### src/rtl/uart_cmd_responder_if.sv
// Interface bundle for uart_cmd_responder: received bytes from the UART
// receiver, register-file write/read strobes, and the transmitter handshake.
// The slave modport is the responder's view; master is the environment's view.
interface uart_cmd_responder_if #(
   parameter int ADDR_W = 4
);
   logic [7:0]        rx_p_data;
   logic              rx_data_valid;
   logic              rx_error;
   logic [ADDR_W-1:0] rf_addr;
   logic              rf_wr_en;
   logic [7:0]        rf_wr_data;
   logic              rf_rd_en;
   logic [7:0]        rf_rd_data;
   logic              rf_rd_valid;
   logic [7:0]        tx_p_data;
   logic              tx_data_valid;
   logic              tx_busy;
   logic              cmd_error;

   modport slave (
      input  rx_p_data, rx_data_valid, rx_error, rf_rd_data, rf_rd_valid, tx_busy,
      output rf_addr, rf_wr_en, rf_wr_data, rf_rd_en, tx_p_data, tx_data_valid, cmd_error
   );

   modport master (
      output rx_p_data, rx_data_valid, rx_error, rf_rd_data, rf_rd_valid, tx_busy,
      input  rf_addr, rf_wr_en, rf_wr_data, rf_rd_en, tx_p_data, tx_data_valid, cmd_error
   );
endinterface

### src/rtl/uart_cmd_responder.sv
// uart_cmd_responder: parses host command frames (WRITE 0xAA, READ 0xBB,
// BURST 0xCC) arriving byte by byte from the UART receiver, drives register
// file strobes, and streams read data back to the UART transmitter.
// Optional inter-byte timeout: define UART_CMD_TIMEOUT_EN.
module uart_cmd_responder #(
   parameter int ADDR_W      = 4,
   parameter int TIMEOUT_CYC = 1024
) (
   input logic                  clk,
   input logic                  rst,
   uart_cmd_responder_if.slave  bus
);

   typedef enum logic [3:0] {
      S_IDLE, S_GET_ADDR, S_GET_DATA, S_GET_CNT,
      S_RD_REQ, S_RD_WAIT, S_TX_SEND, S_TX_WAIT_HI, S_TX_WAIT_LO
   } state_t;

   typedef enum logic [1:0] {
      OP_NONE, OP_WRITE, OP_READ, OP_BURST
   } opcode_t;

   state_t            state, state_d;
   opcode_t           opcode, opcode_d;
   logic [ADDR_W-1:0] addr, addr_d;
   logic [7:0]        remaining, remaining_d;
   logic [7:0]        wr_data, wr_data_d;
   logic [7:0]        tx_data, tx_data_d;
   logic              wr_en, wr_en_d;
   logic              rd_en, rd_en_d;
   logic              tx_valid, tx_valid_d;
   logic              err, err_d;
   logic              byte_ok;
   logic              byte_bad;
   logic              in_response;
   logic              tmo_hit;

   assign byte_ok     = bus.rx_data_valid && !bus.rx_error;
   assign byte_bad    = bus.rx_data_valid && bus.rx_error;
   assign in_response = (state == S_RD_REQ) || (state == S_RD_WAIT) || (state == S_TX_SEND) ||
                        (state == S_TX_WAIT_HI) || (state == S_TX_WAIT_LO);

`ifdef UART_CMD_TIMEOUT_EN
   localparam int TMO_W = $clog2(TIMEOUT_CYC + 1);
   logic [TMO_W-1:0] tmo_cnt;
   logic             in_get;

   assign in_get  = (state == S_GET_ADDR) || (state == S_GET_DATA) || (state == S_GET_CNT);
   assign tmo_hit = in_get && !bus.rx_data_valid && (tmo_cnt == TMO_W'(TIMEOUT_CYC - 1));

   // Inter-byte silence counter: only runs while waiting for the rest of a
   // frame, and restarts whenever a byte arrives or the parser leaves GET_*.
   always_ff @(posedge clk or negedge rst) begin
      if (!rst) begin
         tmo_cnt <= '0;
      end else if (!in_get || bus.rx_data_valid) begin
         tmo_cnt <= '0;
      end else begin
         tmo_cnt <= tmo_cnt + 1'b1;
      end
   end
`else
   assign tmo_hit = 1'b0;
`endif

   // Next-state and next-output logic. Strobes default low so every pulse is
   // exactly one cycle; data registers hold unless a state updates them.
   always_comb begin
      state_d     = state;
      opcode_d    = opcode;
      addr_d      = addr;
      remaining_d = remaining;
      wr_data_d   = wr_data;
      tx_data_d   = tx_data;
      wr_en_d     = 1'b0;
      rd_en_d     = 1'b0;
      tx_valid_d  = 1'b0;
      err_d       = 1'b0;

      case (state)
         S_IDLE: begin
            if (byte_ok) begin
               case (bus.rx_p_data)
                  8'hAA: begin opcode_d = OP_WRITE; state_d = S_GET_ADDR; end
                  8'hBB: begin opcode_d = OP_READ;  state_d = S_GET_ADDR; end
                  8'hCC: begin opcode_d = OP_BURST; state_d = S_GET_ADDR; end
                  default: err_d = 1'b1;
               endcase
            end else if (byte_bad) begin
               err_d = 1'b1;
            end
         end
         S_GET_ADDR: begin
            if (byte_bad) begin
               err_d   = 1'b1;
               state_d = S_IDLE;
            end else if (byte_ok) begin
               addr_d = bus.rx_p_data[ADDR_W-1:0];
               case (opcode)
                  OP_WRITE: state_d = S_GET_DATA;
                  OP_READ: begin
                     remaining_d = 8'd1;
                     state_d     = S_RD_REQ;
                  end
                  default: state_d = S_GET_CNT;
               endcase
            end
         end
         S_GET_DATA: begin
            if (byte_bad) begin
               err_d   = 1'b1;
               state_d = S_IDLE;
            end else if (byte_ok) begin
               wr_en_d   = 1'b1;
               wr_data_d = bus.rx_p_data;
               state_d   = S_IDLE;
            end
         end
         S_GET_CNT: begin
            if (byte_bad || (byte_ok && bus.rx_p_data == 8'd0)) begin
               err_d   = 1'b1;
               state_d = S_IDLE;
            end else if (byte_ok) begin
               remaining_d = bus.rx_p_data;
               state_d     = S_RD_REQ;
            end
         end
         S_RD_REQ: begin
            rd_en_d = 1'b1;
            state_d = S_RD_WAIT;
         end
         S_RD_WAIT: begin
            if (bus.rf_rd_valid) begin
               tx_data_d = bus.rf_rd_data;
               state_d   = S_TX_SEND;
            end
         end
         S_TX_SEND: begin
            if (!bus.tx_busy) begin
               tx_valid_d = 1'b1;
               state_d    = S_TX_WAIT_HI;
            end
         end
         S_TX_WAIT_HI: begin
            if (bus.tx_busy) begin
               state_d = S_TX_WAIT_LO;
            end
         end
         S_TX_WAIT_LO: begin
            if (!bus.tx_busy) begin
               remaining_d = remaining - 8'd1;
               addr_d      = addr + 1'b1;
               state_d     = (remaining == 8'd1) ? S_IDLE : S_RD_REQ;
            end
         end
         default: state_d = S_IDLE;
      endcase

      if (in_response && bus.rx_data_valid) begin
         err_d = 1'b1;
      end

      if (tmo_hit) begin
         err_d   = 1'b1;
         state_d = S_IDLE;
      end
   end

   // State and registered outputs; reset abandons any frame or response.
   always_ff @(posedge clk or negedge rst) begin
      if (!rst) begin
         state     <= S_IDLE;
         opcode    <= OP_NONE;
         addr      <= '0;
         remaining <= '0;
         wr_data   <= '0;
         tx_data   <= '0;
         wr_en     <= 1'b0;
         rd_en     <= 1'b0;
         tx_valid  <= 1'b0;
         err       <= 1'b0;
      end else begin
         state     <= state_d;
         opcode    <= opcode_d;
         addr      <= addr_d;
         remaining <= remaining_d;
         wr_data   <= wr_data_d;
         tx_data   <= tx_data_d;
         wr_en     <= wr_en_d;
         rd_en     <= rd_en_d;
         tx_valid  <= tx_valid_d;
         err       <= err_d;
      end
   end

   assign bus.rf_addr       = addr;
   assign bus.rf_wr_en      = wr_en;
   assign bus.rf_wr_data    = wr_data;
   assign bus.rf_rd_en      = rd_en;
   assign bus.tx_p_data     = tx_data;
   assign bus.tx_data_valid = tx_valid;
   assign bus.cmd_error     = err;

endmodule
### src/flat_wrapper.sv
// flat-port wrapper written by rule: the top's interface ports become plain ports
module uart_cmd_responder_flat 
#(
   parameter int ADDR_W      = 4,
   parameter int TIMEOUT_CYC = 1024
)
  (clk, rst, bus_rx_p_data, bus_rx_data_valid, bus_rx_error, bus_rf_rd_data, bus_rf_rd_valid, bus_tx_busy, bus_rf_addr, bus_rf_wr_en, bus_rf_wr_data, bus_rf_rd_en, bus_tx_p_data, bus_tx_data_valid, bus_cmd_error);
  uart_cmd_responder_if #(.ADDR_W(ADDR_W)) bus_i ();
  input logic clk;
  input logic rst;
  input wire logic [$bits(bus_i.rx_p_data)-1:0] bus_rx_p_data;
  input wire logic [$bits(bus_i.rx_data_valid)-1:0] bus_rx_data_valid;
  input wire logic [$bits(bus_i.rx_error)-1:0] bus_rx_error;
  input wire logic [$bits(bus_i.rf_rd_data)-1:0] bus_rf_rd_data;
  input wire logic [$bits(bus_i.rf_rd_valid)-1:0] bus_rf_rd_valid;
  input wire logic [$bits(bus_i.tx_busy)-1:0] bus_tx_busy;
  output wire logic [$bits(bus_i.rf_addr)-1:0] bus_rf_addr;
  output wire logic [$bits(bus_i.rf_wr_en)-1:0] bus_rf_wr_en;
  output wire logic [$bits(bus_i.rf_wr_data)-1:0] bus_rf_wr_data;
  output wire logic [$bits(bus_i.rf_rd_en)-1:0] bus_rf_rd_en;
  output wire logic [$bits(bus_i.tx_p_data)-1:0] bus_tx_p_data;
  output wire logic [$bits(bus_i.tx_data_valid)-1:0] bus_tx_data_valid;
  output wire logic [$bits(bus_i.cmd_error)-1:0] bus_cmd_error;
  assign bus_i.rx_p_data = bus_rx_p_data;
  assign bus_i.rx_data_valid = bus_rx_data_valid;
  assign bus_i.rx_error = bus_rx_error;
  assign bus_i.rf_rd_data = bus_rf_rd_data;
  assign bus_i.rf_rd_valid = bus_rf_rd_valid;
  assign bus_i.tx_busy = bus_tx_busy;
  assign bus_rf_addr = bus_i.rf_addr;
  assign bus_rf_wr_en = bus_i.rf_wr_en;
  assign bus_rf_wr_data = bus_i.rf_wr_data;
  assign bus_rf_rd_en = bus_i.rf_rd_en;
  assign bus_tx_p_data = bus_i.tx_p_data;
  assign bus_tx_data_valid = bus_i.tx_data_valid;
  assign bus_cmd_error = bus_i.cmd_error;
  uart_cmd_responder #(.ADDR_W(ADDR_W), .TIMEOUT_CYC(TIMEOUT_CYC)) u_core (.clk(clk), .rst(rst), .bus(bus_i));
endmodule
### config.mk
export PLATFORM = sky130hd
export DESIGN_NAME = uart_cmd_responder_flat
export DESIGN_NICKNAME = d
export VERILOG_FILES = /design/src/rtl/uart_cmd_responder_if.sv /design/src/rtl/uart_cmd_responder.sv /design/src/flat_wrapper.sv
export SDC_FILE = /design/constraint.sdc
export NUM_CORES = 1
export LEC_CHECK = 0
export BUFFER_PORTS_ARGS = -buffer_cell sky130_fd_sc_hd__buf_4
export CAP_MARGIN = 30
export CELL_PAD_IN_SITES_DETAIL_PLACEMENT = 1
export CELL_PAD_IN_SITES_GLOBAL_PLACEMENT = 1
export CORE_MARGIN = 2
export CORE_UTILIZATION = 37
export CTS_CLUSTER_SIZE = 30
export DETAILED_ROUTE_END_ITERATION = 8
export PLACE_DENSITY = 0.79
export SKIP_LAST_GASP = 1
export SLEW_MARGIN = 20
export SYNTH_ARGS = -nofsm -noshare
export SYNTH_HDL_FRONTEND = slang
export SYNTH_SLANG_ARGS = --single-unit
### constraint.sdc
create_clock -name clk -period 1.5 [get_ports clk]
set_input_delay 0.3 -clock clk [delete_from_list [all_inputs] [get_ports clk]]
set_output_delay 0.3 -clock clk [all_outputs]
set_load 0.005 [all_outputs]
==> metrics.txt <==
via count of the first global-routing pass=2447; Total Nets Final=343; Final Cycle Share=126%; Max FO, Critical Path=4; detailed-route wire length per cell=27.4 um; antenna violations before repair=0; Crit path arrival time=2.08 ns; max incr delay on CP=0.45 ns; Seq cells post-synth=38; Hold Fails Final Rpt=0; Remaining DRCs=0; ys async rst share=100%; Max Cap Viol=0; YS warnings=0; DRT iter0 DRCs=245; DR vias=2476; worst clock skew=0.0109 ns; ANT cells=0; Comb power frac=58.7%; Net Sw Frac=41.5%; Required @ worst endpoint=1.69 ns; cts bufs inserted=5; startpoint class of the critical path=flip-flop; Post-synth EDFFs=0; status=finished with violations; reg2reg start=u_core.state[3]$_DFFE_PN0P_; GR Overflow Total=0; Final setup viols=27; Die Area=0.00623 mm2; P_int=3.71 mW; CTS Root Cell=clkbuf_8; setup ws final=-0.397 ns; core area=0.00547 mm2; violated checks=negative setup slack; PD cells=1870 mW/mm2; Clk pwr share=12.2%; Most used DFF post-synth=dfrtp_1; P_sw=2.63 mW; initial core utilization=38.0%; Syn Std Cell Area=0.00208 mm2; crit-path cells=buf_6 > nor2b_4 > a22o_1 > nand3_1 > and3b_2 > buf_6 > mux2i_1; DP Wirelength=4.92 mm; Post-Syn Area per Cell=9.94 um2; Ports=46; CP max stage cell=dfrtp_2; Synthesized Nets=235; total track usage=28.1%; Clock Tree Buf Depth=2; CP Class=reg2reg; layout cells sized above 1=56.9%; Slew HR=64.0%; Sequential Power Share=29.1%; Pre-Repair DR Iteration Count=5; Tot Pwr=6.34 mW; Row Count=27; Area growth, synth to finish=63.0%; crit path launch=u_core.state[3]$_DFFE_PN0P_; routability cong.=0.847; Crit. End Element=flip-flop; Antenna Violating Nets Remaining=0; Crit path top cell by count=buf_6; register area share after synthesis=45.8%; sink count of the clock tree=38; Worst Tran Pin Value=0.540 ns; # port buffers=45; Min-Delay Path Class=in2reg; synth unique cells=51; Worst-Skew Late Latency=0.30 ns; unrepaired setup endpoints after global routing=true; Mapped Cells=209; final worst path period need=1.90 ns; pin count of the biggest net entering global routing=39; H-tree depth=2; Vias/cell=6.35; chip height=78.9 um; Clock transition at path regs=0.08 ns; CTS tree=built; Routed WL=10.7 mm; pre-CTS setup slack=-0.477 ns; fillers=589; reg-to-reg slack, setup=-0.40 ns; hold_sp=bus_rf_rd_data[1]; first-pass GRT wire length=13.2 mm; Slew Viols, Final=0; Die Wd=78.9 um; Setup TNS=-5.45 ns; Leak=1.54 nW; f_max=0.527 GHz; peak supply drop=1.03 mV
sequential cells by signal, indices dropped and copies added (netlist names):
name	cells
u_core.opcode	2
u_core.bus.rf_wr_en	1
u_core.remaining	8
u_core.bus.rf_wr_data	8
u_core.bus.rf_addr	4
u_core.state	4
u_core.bus.rf_rd_en	1
u_core.bus.tx_data_valid	1
u_core.bus.cmd_error	1
u_core.bus.tx_p_data	8
placed cells by master (no fill, tap or decap), drive strengths merged, types with 3 or more instances in the layout:
cell,n
buf,109
dfrtp,38
o21ai,23
mux2,17
nor2,17
a21oi,10
inv,9
nand3,9
nand2,7
clkbuf,7
nor3,6
mux2i,4
a22oi,4
nor4,4
a31oi,4
ha,4
nand4,3
nor2b,3
and3,3
a211oi,3
cells by family (layout without fill, tap and decap cells):
group / count (synthesis) / in the layout / share of synthesized area, %
mux: 21 / 21 / 11.3
xor+xnor: 1 / 1 / 0.422
fa+ha+maj: 4 / 4 / 2.41
buf+inv: 18 / 127 / 3.79
compound gates: 60 / 60 / 18.4
flops: 38 / 38 / 45.8
simple gates: 67 / 67 / 17.8
layer usage:
layer  routed length (um)  track usage (%)
met1                 3900             34.5
met3                  739             4.89
met2                 5410             49.7
met5                    0                0
met4                  635             10.2
synth_stat cells (2+ instances only):
| library cell | number | area share (%) |
|---|---|---|
| a31oi_1 | 4 | 1.2 |
| a22o_1 | 2 | 0.84 |
| o2bb2ai_1 | 2 | 0.84 |
| nor2_1 | 17 | 3.1 |
| a21oi_1 | 10 | 2.4 |
| nor2b_1 | 3 | 0.90 |
| a22oi_1 | 4 | 1.4 |
| nor4_1 | 4 | 1.2 |
| nand3_1 | 9 | 2.2 |
| mux2_2 | 16 | 8.7 |
| buf_2 | 3 | 0.72 |
| o21ai_0 | 22 | 5.3 |
| nand2_1 | 7 | 1.3 |
| inv_1 | 9 | 1.6 |
| nor3_1 | 6 | 1.4 |
| nand4_1 | 3 | 0.90 |
| a211oi_1 | 3 | 1.1 |
| dfrtp_1 | 38 | 46 |
| ha_1 | 4 | 2.4 |
| a41oi_1 | 2 | 0.84 |
| clkbuf_1 | 5 | 0.90 |
| and3b_2 | 2 | 0.96 |
| mux2i_1 | 4 | 1.9 |
| and3_1 | 3 | 0.90 |
power groups by stage:
| stage | combinational [mW] | clock, mW | sequential (mW) |
|---|---|---|---|
| 2_1_floorplan | 1.28 | 0 | 1.73 |
| 5_1_grt | 3.87 | 0.809 | 1.88 |
| 3_3_place_gp | 2.65 | 0 | 1.72 |
| 4_1_cts | 3.12 | 0.768 | 1.76 |
| 3_5_place_dp | 2.73 | 0 | 1.75 |
| 6_report | 3.72 | 0.776 | 1.84 |
critical path, delay by kind of cell (launching register included):
kind | cells | cell delay, ns
and+or+nand+nor | 3 | 0.61
DFF | 1 | 0.45
buffers and inverters | 2 | 0.28
muxes | 1 | 0.26
AOI/OAI and AO/OA | 1 | 0.18
final timing paths:
kind	endpoint	cells past startpoint
min	u_core.bus.tx_p_data[1]$_DFFE_PN0P_	2
max reg2reg	u_core.state[0]$_DFFE_PN0P_	7
min reg2reg	u_core.bus.tx_p_data[7]$_DFFE_PN0P_	1
max in group asynchronous	u_core.state[3]$_DFFE_PN0P_	2
max	u_core.state[0]$_DFFE_PN0P_	7
min in group asynchronous	u_core.bus.tx_p_data[2]$_DFFE_PN0P_	2
what timing repair did:
item                                    CTS  global route
setup buffers                             9             2
endpoints found under the setup margin   32            35
pin swaps                                20             9
endpoints found under the hold margin    38             0
gates cloned                              0             0
gates resized for setup                  41            31
hold buffers                              1             0
cell type report:
| cell class | count | area, um2 | area share [%] |
|---|---|---|---|
| Inverter | 9 | 33.8 | 0.998 |
| Timing Repair Buffer | 110 | 901 | 26.6 |
| Multi-Input combinational cell | 153 | 1320 | 38.8 |
| Clock buffer | 7 | 86.3 | 2.55 |
| Clock inverter | 1 | 5.00 | 0.148 |
| Sequential cell | 38 | 955 | 28.2 |
| Tap cell | 72 | 90.1 | 2.66 |
through the flow:
stage	utilization (%)	instances	instance area (um2)	hold WS [ns]
final	61.9	390	3390	0.233
after global routing	61.9	390	3390	0.234
after CTS	58.8	388	3220	0.230
after detailed placement	52.9	370	2900	0.307
after global placement	52.9	370	2900	0.302
after floorplan	-	209	2110	0.00441
No activity file was read; power rests on OpenSTA's default activity.
